**src/rtl/rw_burst_seq.sv**
```systemverilog
// rtl/rw_burst_seq.sv - read-then-write burst sequencer with optional per-transfer delay
module rw_burst_seq #(
  parameter int ADDR_W = 8,
  parameter int CNT_W  = 8
) (
  input  logic              clk,
  input  logic              rst,
  input  logic              start,
  input  logic              stop,
  input  logic              slowrun,
  input  logic [ADDR_W-1:0] base_addr,
  input  logic [CNT_W-1:0]  burst_len,
  input  logic [CNT_W-1:0]  delay_cycles,
  output logic              Read,
  output logic              Write,
  output logic [ADDR_W-1:0] addr,
  output logic              busy,
  output logic              done
);

  typedef enum logic [2:0] {
    IDLE  = 3'd0,
    READ  = 3'd1,
    WRITE = 3'd2,
    DELAY = 3'd3,
    DONE  = 3'd4
  } state_t;

  state_t           state;
  state_t           xfer_next;
  logic [CNT_W-1:0] remaining;
  logic [CNT_W-1:0] dly_len;
  logic [CNT_W-1:0] dcnt;
  logic             stop_pend;
  logic             end_stop;

  // A stop pulse seen anywhere in a transfer is held until that transfer ends.
  assign end_stop  = stop | stop_pend;
  assign xfer_next = (end_stop || remaining <= 1) ? DONE : READ;

  always_ff @(posedge clk) begin
    if (rst) begin
      state     <= IDLE;
      addr      <= '0;
      remaining <= '0;
      dly_len   <= '0;
      dcnt      <= '0;
      stop_pend <= 1'b0;
    end else begin
      case (state)
        IDLE: begin
          stop_pend <= 1'b0;
          if (!stop && start && burst_len != '0) begin
            state     <= READ;
            addr      <= base_addr;
            remaining <= burst_len;
            dly_len   <= delay_cycles;
          end
        end
        READ: begin
          stop_pend <= end_stop;
          state     <= WRITE;
        end
        WRITE: begin
          if (slowrun && dly_len != '0) begin
            state     <= DELAY;
            dcnt      <= dly_len - 1'b1;
            stop_pend <= end_stop;
          end else begin
            state     <= xfer_next;
            addr      <= addr + 1'b1;
            remaining <= remaining - 1'b1;
            stop_pend <= 1'b0;
          end
        end
        DELAY: begin
          if (dcnt == '0) begin
            state     <= xfer_next;
            addr      <= addr + 1'b1;
            remaining <= remaining - 1'b1;
            stop_pend <= 1'b0;
          end else begin
            dcnt      <= dcnt - 1'b1;
            stop_pend <= end_stop;
          end
        end
        DONE: begin
          state     <= IDLE;
          stop_pend <= 1'b0;
        end
        default: begin
          state     <= IDLE;
          stop_pend <= 1'b0;
        end
      endcase
    end
  end

  assign Read  = (state == READ);
  assign Write = (state == WRITE);
  assign busy  = (state == READ) || (state == WRITE) || (state == DELAY);
  assign done  = (state == DONE);

endmodule

```
**config.mk**
```make
export PLATFORM = sky130hd
export DESIGN_NAME = rw_burst_seq
export DESIGN_NICKNAME = d
export VERILOG_FILES = /design/src/rtl/rw_burst_seq.sv
export SDC_FILE = /design/constraint.sdc
export NUM_CORES = 1
export LEC_CHECK = 0
export BUFFER_PORTS_ARGS = -buffer_cell sky130_fd_sc_hd__buf_2
export CORE_UTILIZATION = 35
export CTS_CLUSTER_SIZE = 40
export DETAILED_ROUTE_END_ITERATION = 7
export SETUP_SLACK_MARGIN = 0.3
export SLEW_MARGIN = 20
export SYNTH_ARGS = -nofsm -noshare
export SYNTH_HDL_FRONTEND = slang
export SYNTH_SLANG_ARGS = --single-unit
export TNS_END_PERCENT = 30
```
**constraint.sdc**
```tcl
create_clock -name clk -period 2.7 [get_ports clk]
set_clock_uncertainty 0.1 [all_clocks]
set_input_delay 0.54 -clock clk [delete_from_list [all_inputs] [get_ports clk]]
set_output_delay 0.54 -clock clk [all_outputs]
set_load 0.005 [all_outputs]
```
==> out/metrics.csv <==
metric;value;unit
outcome;finished clean;
Final Setup Violations;0;
DRT iter0 DRCs;88;
Register Area;721;sq um
EDFF count, synth;0;
Synthesized Nets;329;
gpl congestion;0.788;
Yosys top cell by area;dfxtp_1;
CTS sink cnt;36;
Reg-to-Reg End;addr[7];
PortBufs;40;
Compound-Gate Fraction of Synth Area;27.9;%
CTS Root Cell;clkbuf_8;
CP required;2.80;ns
die span in x;82.4;microns
first-pass GRT wire length;10100;microns
Async SR Flop Fraction;0;%
# Max-Cap Violations;0;
post-DR vias/cell;5.61;
Crit. End Element;register;
DRT Wirelength;6280;microns
combinational family with the most area after synthesis;compound AO/OA/AOI/OAI gates;
layout cells sized above 1;21.5;%
synth warn;0;
final period utilization;83.2;%
DIE HEIGHT;82.4;microns
pre-CTS setup slack;0.372;ns
Core ar.;6060;sq um
Reg2Reg Depth;6;
# diodes;0;
crit-path leading delay family;simple AND/OR/NAND/NOR gates;
Worst Setup Start Kind;register;
Layout Cells excl Fill;410;
Max FO, Critical Path;9;
io pins;41;
hold endpoint;dly_len[7];
cell area after synthesis;2260;sq um
CTS tree;yes;
Largest stage delay, worst path;0.45;ns
aggregate global-route resource usage;19.7;%
critical path's slowest cell;nor4_2;
post-route ant nets;0;
Yosys top cell area share;31.9;%
Critical Path, Cell by Cell;nor4_2 > a211oi_1 > buf_4 > a211oi_4 > nand2b_1 > o32ai_1;
mux cell area share after synthesis;4.42;%
Cell Int Power;0.949;mW
number of synthesized register bits;36;
Cells after Synth;296;
clock transition at the registers of the reported paths;0.07;ns
Fin. Hold Viols;0;
Synth cell types;47;
Worst Path Buf+Inv;1;
Top FF cell, synth;dfxtp_1;
Worst-Margin Slew;0.571;ns
Synth Area in Adders;2.21;%
DPL Wire Length;4540;microns
worst-case clock buffer depth;2;
crit path DAT;2.35;ns
# nets final;368;
Mean Syn Cell Area;7.64;sq um
total chip power;1.40;mW
Worst slew margin;61.9;%
# placed instances;403;
DRC viols;0;
final core occ;44.0;%
fillers;625;
worst hold-check path type;in2reg;
RSZ-0062 raised after global routing;true;
most frequent cells in the layout;40 x buf_2, 38 x nor2_1, 36 x dfxtp_1;
largest net degree at the start of global routing;30;
GRT overflow;0;
vias in the first global route;2086;
worst hold start;delay_cycles[7];
pwr dens;525;nW/um^2
commonest non-fill, non-tap cell in the layout;buf_2;
Final min period;2.25;ns
sequential fraction of the synthesis area;31.9;%
Num CTS Buffers;5;
routed length per instance;15.3;microns
Pins Over Slew Limit;0;
Pleak;1.07;nW
combinational fraction of design power;24.9;%
Psw;0.449;mW
Initial Util;37.3;%
peak supply drop;0.288;mV
post-CTS setup buffers;0;
Net Sw Frac;32.1;%
die area;6790;sq um
Hold Path Cell Cnt;3;
Worst R2R Start;dly_len[0];
total number of vias;2301;
Layout Area Growth over Synthesis;17.8;%
Post-Route Setup TNS;0;ns
initial antenna violation count;0;
Post-Synth XOR/XNOR Area;0;%
post-synthesis simple-gate area fraction;27.5;%
Max H-tree Level;2;
drt pass-1 iters;4;
Clock Latency Late Sink;0.30;ns
# rows;28;
fmax;0.445;GHz
power share of the clock group;30.7;%
ranking of synthesized cells by area;dfxtp_1 32%, a21oi_1 7.5%, nor2_1 6.3%;
Setup WS post-layout;0.453;ns
CP Class;reg2reg;
Multi-input gate area;1410;sq um
setup slack, reg-to-reg;0.45;ns
sequential power share;44.4;%
## logic make-up after synthesis
family / Yosys count
buffers and inverters: 34
AO/OA/AOI/OAI: 95
adder cells (fa/ha/maj): 4
multiplexers: 10
flip-flops: 36
AND/OR/NAND/NOR: 117
## flip-flops by register name (all words and copies together), names as in the netlist
signal / count
addr: 8
stop_pend: 1
dly_len: 8
state: 3
remaining: 8
dcnt: 8
## worst min-delay path, stage by stage
cell     delay (ns)
buf_2          0.08
mux2i_1        0.05
nor2_1         0.07
## Yosys cell counts (4+ instances only)
cell,count
dfxtp_1,36
nor2_1,38
and3_1,5
o32ai_1,9
o21ai_0,21
nor3_1,17
buf_2,7
nand3_1,6
a21oi_1,34
mux2i_1,10
ha_1,4
nand2b_1,5
nand2_1,17
clkbuf_1,12
a211oi_1,4
inv_1,15
nor4_1,7
or4_1,4
## final cells by class
| type | instances | share of cell area, % |
|---|---|---|
| multi-input combinational | 226 | 53.1 |
| tap | 75 | 3.52 |
| inverter | 15 | 2.11 |
| sequential | 36 | 27.1 |
| timing repair buffer | 51 | 10.6 |
| clock buffer | 7 | 3.62 |
## metrics by stage
step | hold WS [ns] | instance area [sq um]
2_1_floorplan | 0.348 | 2260
3_3_place_gp | 0.367 | 2560
3_5_place_dp | 0.370 | 2560
4_1_cts | 0.377 | 2660
5_1_grt | 0.399 | 2660
6_report | 0.379 | 2660
## power by group through the flow
stage          sequential, mW  combinational, mW  clock (mW)
3_3_place_gp            0.632              0.342           0
5_1_grt                 0.627              0.389       0.462
6_report                0.621              0.348       0.429
3_5_place_dp            0.632              0.345           0
4_1_cts                 0.620              0.347       0.438
2_1_floorplan           0.619              0.250           0
## how the worst max path moves through the flow
stage / start / end / slack, ns / cells past startpoint
after CTS: dly_len[0] / addr[7] / 0.44 / 6
after global routing: dly_len[0] / addr[7] / 0.28 / 6
after detailed placement: burst_len[6] / addr[7] / 0.37 / 6
final: dly_len[0] / addr[7] / 0.45 / 6
after global placement: burst_len[6] / addr[2] / 0.42 / 6
after floorplan: state[2] / dcnt[6] / 0.59 / 8
## what timing repair did
action | 4_1_cts | 5_1_grt
endpoints found under the setup margin | 0 | 3
gates resized for setup | 0 | 1
hold buffers | 0 | 0
## metal layers
layer	routed length, microns	GRT usage, %	vias up
li1	-	-	1167
met5	0	0	-
met1	2990	25.3	1066
met2	2890	32.6	61
met3	334	4.95	7
met4	62	4.91	0
(Power assumes the default switching activity.)
